## src/rtl/npu_pkg.sv

```systemverilog
// rtl/npu_pkg.sv - shared types and lane constants for the PE matrix feeders
package npu_pkg;

  localparam int NPU_LANES = 4;
  localparam int SKEW_MAX  = NPU_LANES - 1;

  typedef enum logic [1:0] {
    LOAD,
    FULL,
    STREAM,
    DRAIN
  } feeder_state_t;

endpackage

```

## src/rtl/skew_window.sv

```systemverilog
// rtl/skew_window.sv - per-lane diagonal window: buffer row select, data and enable flags
module skew_window
  import npu_pkg::*;
#(
  parameter int DEPTH = 4,
  parameter int CW    = 4,
  parameter int IW    = 2,
  parameter int IDX   = 0
) (
  input  logic [CW-1:0] s,
  output logic [IW-1:0] row_sel,
  output logic          row_valid,
  output logic          col_en
);

  localparam logic [CW:0]   LO      = (CW+1)'(IDX);
  localparam logic [CW:0]   HI_DATA = (CW+1)'(IDX + DEPTH);
  localparam logic [CW:0]   HI_EN   = (CW+1)'(IDX + DEPTH + SKEW_MAX - 1);
  localparam logic [IW-1:0] IDX_W   = IW'(IDX);

  logic [CW:0] s_ext;

  // row_sel is only meaningful while row_valid is set, so modular subtraction is enough
  always_comb begin
    s_ext     = {1'b0, s};
    row_sel   = s[IW-1:0] - IDX_W;
    row_valid = (s_ext >= LO) && (s_ext < HI_DATA);
    col_en    = (s_ext >= LO) && (s_ext <= HI_EN);
  end

endmodule

```

## src/rtl/pe_skew_feeder.sv

```systemverilog
// rtl/pe_skew_feeder.sv - tile buffer replayed as a skewed wavefront into the PE matrix
module pe_skew_feeder
  import npu_pkg::*;
#(
  parameter int WIDTH = 16,
  parameter int DEPTH = 4,
  parameter int DRAIN = 8
) (
  input  logic                                  clk,
  input  logic                                  rst,
  input  logic                                  wr_valid,
  output logic                                  wr_ready,
  input  logic signed [NPU_LANES-1:0][WIDTH-1:0] wr_data,
  input  logic                                  start,
  output logic signed [NPU_LANES-1:0][WIDTH-1:0] out_left,
  output logic [NPU_LANES-1:0]                  col_enable,
  output logic                                  busy,
  output logic                                  done
);

  localparam int CW   = $clog2(DEPTH + DRAIN + 7);
  localparam int IW   = (DEPTH > 1) ? $clog2(DEPTH) : 1;
  localparam int ROWS = 1 << IW;

  localparam logic [CW-1:0] LAST_WR = CW'(DEPTH - 1);
  localparam logic [CW-1:0] S_END   = CW'(DEPTH + 2*SKEW_MAX - 1);
  localparam logic [CW-1:0] D_END   = CW'(DEPTH + 2*SKEW_MAX - 1 + DRAIN);

  typedef logic signed [NPU_LANES-1:0][WIDTH-1:0] vec_t;

  feeder_state_t state_q, state_d;
  logic [CW-1:0] s_q, s_d, wr_cnt_q, wr_cnt_d;
  vec_t          mem_q [ROWS];
  vec_t          mem_d [ROWS];
  vec_t          out_left_q, out_left_d;
  logic [NPU_LANES-1:0] col_enable_q, col_enable_d;
  logic          busy_q, busy_d, done_q, done_d, wr_ready_q, wr_ready_d;

  logic [IW-1:0]        row_sel [NPU_LANES];
  logic [NPU_LANES-1:0] row_valid, col_en;

  // one counter s runs through STREAM and continues through DRAIN
  always_comb begin
    state_d  = state_q;
    s_d      = s_q;
    wr_cnt_d = wr_cnt_q;
    mem_d    = mem_q;
    case (state_q)
      LOAD: begin
        if (wr_valid && wr_ready_q) begin
          mem_d[wr_cnt_q[IW-1:0]] = wr_data;
          if (wr_cnt_q == LAST_WR) begin
            wr_cnt_d = '0;
            state_d  = FULL;
          end else begin
            wr_cnt_d = wr_cnt_q + 1'b1;
          end
        end
      end
      FULL: begin
        if (start) begin
          state_d = STREAM;
          s_d     = '0;
        end
      end
      STREAM: begin
        if (s_q == S_END && DRAIN == 0) begin
          state_d = LOAD;
          s_d     = '0;
        end else begin
          if (s_q == S_END) state_d = npu_pkg::DRAIN;
          s_d = s_q + 1'b1;
        end
      end
      default: begin
        if (s_q == D_END) begin
          state_d = LOAD;
          s_d     = '0;
        end else begin
          s_d = s_q + 1'b1;
        end
      end
    endcase
  end

  for (genvar i = 0; i < NPU_LANES; i++) begin : g_win
    skew_window #(.DEPTH(DEPTH), .CW(CW), .IW(IW), .IDX(i)) u_win (
      .s         (s_d),
      .row_sel   (row_sel[i]),
      .row_valid (row_valid[i]),
      .col_en    (col_en[i])
    );
  end

  // outputs are derived from the next state so they line up with it once registered
  always_comb begin
    out_left_d   = '0;
    col_enable_d = '0;
    for (int i = 0; i < NPU_LANES; i++) begin
      if (state_d == STREAM) begin
        if (row_valid[i]) out_left_d[i] = mem_q[row_sel[i]][i];
        col_enable_d[i] = col_en[i];
      end
    end
    done_d     = (s_d == D_END) &&
                 ((state_d == npu_pkg::DRAIN) || (state_d == STREAM && DRAIN == 0));
    busy_d     = (state_d == STREAM) || (state_d == npu_pkg::DRAIN);
    wr_ready_d = (state_d == LOAD);
  end

  always_ff @(posedge clk or posedge rst) begin
    if (rst) begin
      state_q      <= LOAD;
      s_q          <= '0;
      wr_cnt_q     <= '0;
      out_left_q   <= '0;
      col_enable_q <= '0;
      busy_q       <= 1'b0;
      done_q       <= 1'b0;
      wr_ready_q   <= 1'b1;
    end else begin
      state_q      <= state_d;
      s_q          <= s_d;
      wr_cnt_q     <= wr_cnt_d;
      out_left_q   <= out_left_d;
      col_enable_q <= col_enable_d;
      busy_q       <= busy_d;
      done_q       <= done_d;
      wr_ready_q   <= wr_ready_d;
    end
  end

  always_ff @(posedge clk) begin
    mem_q <= mem_d;
  end

  assign out_left   = out_left_q;
  assign col_enable = col_enable_q;
  assign busy       = busy_q;
  assign done       = done_q;
  assign wr_ready   = wr_ready_q;

endmodule
```

## config.mk

```make
export PLATFORM = sky130hd
export DESIGN_NAME = pe_skew_feeder
export DESIGN_NICKNAME = d
export VERILOG_FILES = /design/src/rtl/npu_pkg.sv /design/src/rtl/skew_window.sv /design/src/rtl/pe_skew_feeder.sv
export SDC_FILE = /design/constraint.sdc
export NUM_CORES = 1
export LEC_CHECK = 0
export ABC_CLOCK_PERIOD_IN_PS = 3730
export BUFFER_PORTS_ARGS = -buffer_cell sky130_fd_sc_hd__buf_2
export CAP_MARGIN = 5
export CELL_PAD_IN_SITES_DETAIL_PLACEMENT = 1
export CELL_PAD_IN_SITES_GLOBAL_PLACEMENT = 1
export CORE_ASPECT_RATIO = 0.6
export CORE_MARGIN = 2
export CORE_UTILIZATION = 35
export CTS_BUF_LIST = sky130_fd_sc_hd__clkbuf_4 sky130_fd_sc_hd__clkbuf_8
export DETAILED_ROUTE_END_ITERATION = 8
export PLACE_DENSITY_LB_ADDON = 0.1
export SETUP_SLACK_MARGIN = 0.05
export SKIP_CTS_REPAIR_TIMING = 1
export SLEW_MARGIN = 20
export SYNTH_ARGS = -nofsm -noshare
export SYNTH_HDL_FRONTEND = slang
export SYNTH_SLANG_ARGS = --single-unit
```

## constraint.sdc

```tcl
create_clock -name clk -period 3.73 [get_ports clk]
set_input_delay 1.119 -clock clk [delete_from_list [all_inputs] [get_ports clk]]
set_output_delay 1.119 -clock clk [all_outputs]
set_load 0.05 [all_outputs]
```

Yosys cells after proc, flatten, opt, wreduce, memory -nomap -nowiden
Index checks and enable logic that the tools add are counted.

operators by class
  bitwise logic cells = 5
  equality and inequality tests = 8
  $add $sub $neg = 5
  reductions and logical operators = 13
  multiplexer cells = 37
  order comparisons = 17

operators by type and width
  operator                                                            number
  binary-select mux 64 bit (select 2 bit)                             4
  bitwise mux 256 bit                                                 1
  2-to-1 mux 64 bit                                                   3
  2-to-1 mux 16 bit                                                   10
  demux 64 bit (select 2 bit)                                         1
  2-to-1 mux 48 bit                                                   2
  2-to-1 mux 32 bit                                                   2
  < comparator 5 x 3 -> 1 bit (second input constant)                 4
  greater-or-equal comparator 3 bit (second input constant)           5
  2-to-1 mux 5 bit                                                    3
  NOT 2 -> 3 bit                                                      5
  case mux 5 bit (3 select lines)                                     1
  adder 5 x 1 -> 5 bit (second input constant)                        2
  == test 5 bit (second input constant)                               2
  greater-or-equal comparator 5 x 2 -> 1 bit (second input constant)  2
  less-or-equal comparator 5 x 3 -> 1 bit (second input constant)     2
  less-or-equal comparator 5 x 4 -> 1 bit (second input constant)     2
  2-to-1 mux 2 bit                                                    5
  logical AND 1 bit                                                   9
  == test 2 bit (second input constant)                               3
  case mux 2 bit (3 select lines)                                     1
  == test 5 x 2 -> 1 bit (second input constant)                      1
  == test 5 x 4 -> 1 bit (second input constant)                      1
  greater-or-equal comparator 5 x 1 -> 1 bit (second input constant)  1
  8 further kinds                                                     13

storage, ports and cells
  output and inout bits = 71
  register bits after elaboration = 339
  bits of input ports = 68
  logic and storage cells = 112

Longest topological paths before layout
  word-level depth = 10
  gate-level depth with buffers = 14
  gate-level depth less buffers = 10

Cells and area by module
Synthesis repeated with hierarchy kept, for this count alone.

unflattened totals
  cells, all modules = 602
  area, all modules = 12,630.9 um^2

by module, submodules not included
  module                        times used  cells each  area an instance (um^2)
  pe_skew_feeder                1           571         12,389.4
  skew_window (g_win[3].u_win)  1           11          83.8
  skew_window (g_win[1].u_win)  1           9           81.3
  skew_window (g_win[2].u_win)  1           7           47.5
  skew_window (g_win[0].u_win)  1           4           28.8

Worst setup path before layout
Ideal clock, no wire load.

  path type = input port to flip-flop
  start = input start
  end = register out_left_q (netlist bit out_left[22])
  slack = 0.284 ns
  stages on the path = 10
  setup time = 0.129 ns
  arrival time = 3.317 ns
  cells stage by stage = a21oi_2 buf_6 a21oi_1 nor2_1 clkbuf_1 clkbuf_1 ha_1 clkbuf_1 mux4_2 nor3b_2

RTL lines
  element               RTL line               source
  start, declared       pe_skew_feeder.sv:14   input logic start,
  end signal, assigned  pe_skew_feeder.sv:125  out_left_q <= out_left_d;
  end, declared         pe_skew_feeder.sv:35   vec_t out_left_q, out_left_d;

==> results by group <==
Run status
  – Outcome: finished, final reports clean

Drt
  – Initial detailed-routing violation count: between 400 and 500
  – DRT Pass-1 Iters: 6
  – WL per Instance: around 22 um
  – Routed WL: between 20000 and 30000 um
  – Drt drc: 0
  – Final ANT Viol Nets: 0
  – DR vias/cell: around 5
  – Total number of vias: around 6800

Global route
  – Vias in the first global route: between 7000 and 8000
  – First-pass GRT wire length: around 46000 um
  – Largest net degree at the start of global routing: between 80 and 90
  – Tot GR Track Use: 0.162
  – Gr ovfl total: 0
  – Antenna violations before repair: 3

Timing
  – FMAX: around 0.33 GHz
  – Hold slack: approximately 0.49 ns
  – Slew HR: 0.358
  – Fin. max-slew vios: 0
  – Fin Setup TNS: 0 ns
  – Period utilisation layout: 0.804
  – RSZ-0062 raised after global routing: no
  – Min Tclk post-route: approximately 3 ns
  – Fin. Hold Viols: 0
  – Endpoints failing setup: 0
  – Clock Skew: approximately 0.022 ns
  – Worst-margin pin slew: between 0.9 and 1 ns

Clock tree
  – Clock sink count: 339
  – CTS tree: built
  – Worst-Skew Late Latency: about 0.6 ns
  – CTS clock-pin slew for the worst setup and hold paths: ~0.060 ns
  – CTS Root Cell: clkbuf_8
  – CTS max path bufs: 3
  – CTS H-Tree Depth: 2
  – CTS buffer count: 53

Worst setup path
  – Critical Path Start Type: register
  – Kind of critical path: reg2reg
  – Worst-path cell with the longest stage delay: a211o_1
  – Worst reg-to-reg path cell count: 9
  – CP Data Required Time: roughly 4.2 ns
  – Crit path DAT: approximately 3.4 ns
  – Worst-path fanout max: 18
  – CP Capture Type: register
  – Slowest stage delay, CP: 0.78 ns
  – CP Cell Sequence: ha_1 > nand3b_4 > or3_4 > nand2_8 > inv_6 > ha_1 > a21oi_1 > a211o_1 > nor3b_1
  – Most used cell, CP: ha_1

Power and ir drop
  – Sw power: 5.24 mW
  – Int Pwr: 8.30 mW
  – Sequential Power Share: 0.338
  – Cell area power density: around 900 nW/um^2
  – Clock share of power: 0.242
  – Switching share of power: 0.387
  – Leak: approximately 5.7 nW
  – Gate power share: 0.420
  – Max VDD drop: 850 uV

Min path
  – Hold Path Cell Cnt: 1
  – Worst Hold Class: reg2reg

Yosys
  – Mapped Area: between 10000 and 15000 sq um
  – Synth area leader: edfxtp_1
  – Ys flop type: edfxtp_1
  – Share of the synthesized area in the top cell type: 0.610
  – Net Count, Synth: about 740
  – Seq/Total Area, Yosys: 0.775
  – Cells after synthesis: 666
  – Post-synthesis register bit count: 339
  – Ranking of synthesized cells by area: edfxtp_1, dfrtp_1, mux4_2
  – YS warnings: 0
  – Most frequent cell after synthesis: edfxtp_1
  – Mean Syn Cell Area: between 15 and 20 sq um
  – Synth cell types: 56
  – Top post-synthesis cells by count: edfxtp_1, dfrtp_1, a211oi_1
  – Post-synth EDFFs: about 260
  – Async set-or-reset flop fraction in the synthesized netlist: 0.245

Floorplanning
  – Die width: about 250 um
  – Initial core utilization: 0.358
  – Cell Rows: 53
  – IO Pins: about 140
  – Die area: 37600 sq um
  – Core ar.: between 30000 and 40000 sq um
  – Die Y: about 150 um

Placed design
  – Buffers on Ports: between 100 and 150
  – Post-DP HPWL: about 17000 um
  – Gp weighted congestion: 0.785

Run
  – Max-cap viol count: 0

Finish
  – Inserted Diodes: 0
  – Layout net count: between 900 and 1000
  – Synth-to-layout area growth: 19.4%
  – Final Util: 0.427
  – Share of layout cells above drive strength 1: 0.366
==> area by class of cell <==
cell class | instances | area, sq um
Fill cell | 3418 | 20200
Sequential cell | 339 | 9770
Multi-Input combinational cell | 276 | 2590
Clock buffer | 86 | 1040
Timing Repair Buffer | 158 | 920
Tap cell | 467 | 584
Clock inverter | 13 | 88.8
Inverter | 10 | 46.3
==> layout by cell type (no fill, tap or decap), types with 7 or more instances in the layout <==
| cell type | netlist | routed |
|---|---|---|
| dfrtp_1 | 82 | 82 |
| ha_1 | 8 | 7 |
| nor3b_2 | 9 | 9 |
| edfxtp_1 | 256 | 256 |
| nor3b_1 | 7 | 7 |
| and2_1 | 19 | 16 |
| and3_1 | 34 | 34 |
| o22ai_1 | 32 | 32 |
| a211oi_2 | 10 | 10 |
| a211oi_1 | 56 | 56 |
| buf_2 | 11 | 138 |
| clkbuf_8 | 0 | 63 |
| inv_1 | 9 | 7 |
| buf_4 | 3 | 13 |
| mux4_2 | 32 | 32 |
| clkbuf_4 | 0 | 23 |
==> metal layers <==
metal  routed length [um]  track usage
met5                   34            0
met2                14400        0.267
met4                  625       0.0491
met1                13600        0.216
met3                 1170       0.0368
==> cells by family (layout without fill, tap and decap cells) <==
group | Yosys count | count (layout) | share of synthesized area
AND/OR/NAND/NOR | 107 | 107 | 0.0581
XOR/XNOR | 3 | 3 | 0.00209
adder cells (fa/ha/maj) | 8 | 8 | 0.00795
flip-flops | 339 | 339 | 0.775
multiplexers | 35 | 35 | 0.0601
buffers and inverters | 51 | 267 | 0.0206
AO/OA/AOI/OAI | 123 | 123 | 0.0759
==> registers in the layout (all words and copies together), names as in the netlist <==
signal / flops
s_q: 5
wr_cnt_q: 5
out_left: 64
done: 1
col_enable: 4
wr_ready: 1
busy: 1
state_q: 2
mem_q: 256
==> worst max-delay path, delay by kind of cell, from the launching register on <==
| family | cells | cell delay [ns] |
|---|---|---|
| AO/OA/AOI/OAI | 2 | 0.91 |
| adder cells (fa/ha/maj) | 2 | 0.48 |
| buffers and inverters | 1 | 0.03 |
| flip-flops | 1 | 0.50 |
| AND/OR/NAND/NOR | 4 | 0.90 |
==> path summary, 6_finish.rpt <==
check	start	to	slack, ns
worst max-delay path	s_q[0]	out_left[19]	0.73
worst min-delay path	wr_cnt_q[4]	wr_cnt_q[4]	0.49
worst max register to register	s_q[0]	out_left[19]	0.73
worst min register to register	wr_cnt_q[4]	wr_cnt_q[4]	0.49
max in group asynchronous	rst	out_left[30]	2.25
min in group asynchronous	rst	out_left[3]	0.71
==> power groups by stage <==
| stage | combinational, mW | sequential (mW) | clock [mW] |
|---|---|---|---|
| 2_1_floorplan | 3.53 | 5.40 | 0 |
| 3_3_place_gp | 5.63 | 4.65 | 0 |
| 3_5_place_dp | 5.76 | 4.65 | 0 |
| 4_1_cts | 5.78 | 4.58 | 3.39 |
| 5_1_grt | 6.20 | 4.61 | 3.55 |
| 6_report | 5.69 | 4.57 | 3.27 |
==> stage by stage <==
step           cell area [sq um]  cells  setup slack [ns]  power, mW
3_3_place_gp               13900   1249             0.330       10.3
3_5_place_dp               13900   1249             0.205       10.4
6_report                   15000   1349             0.730       13.5
2_1_floorplan              12600    666             0.284       8.93
5_1_grt                    15000   1349             0.566       14.4
4_1_cts                    15000   1348             0.770       13.8
Power figures use the tool's default switching activity.
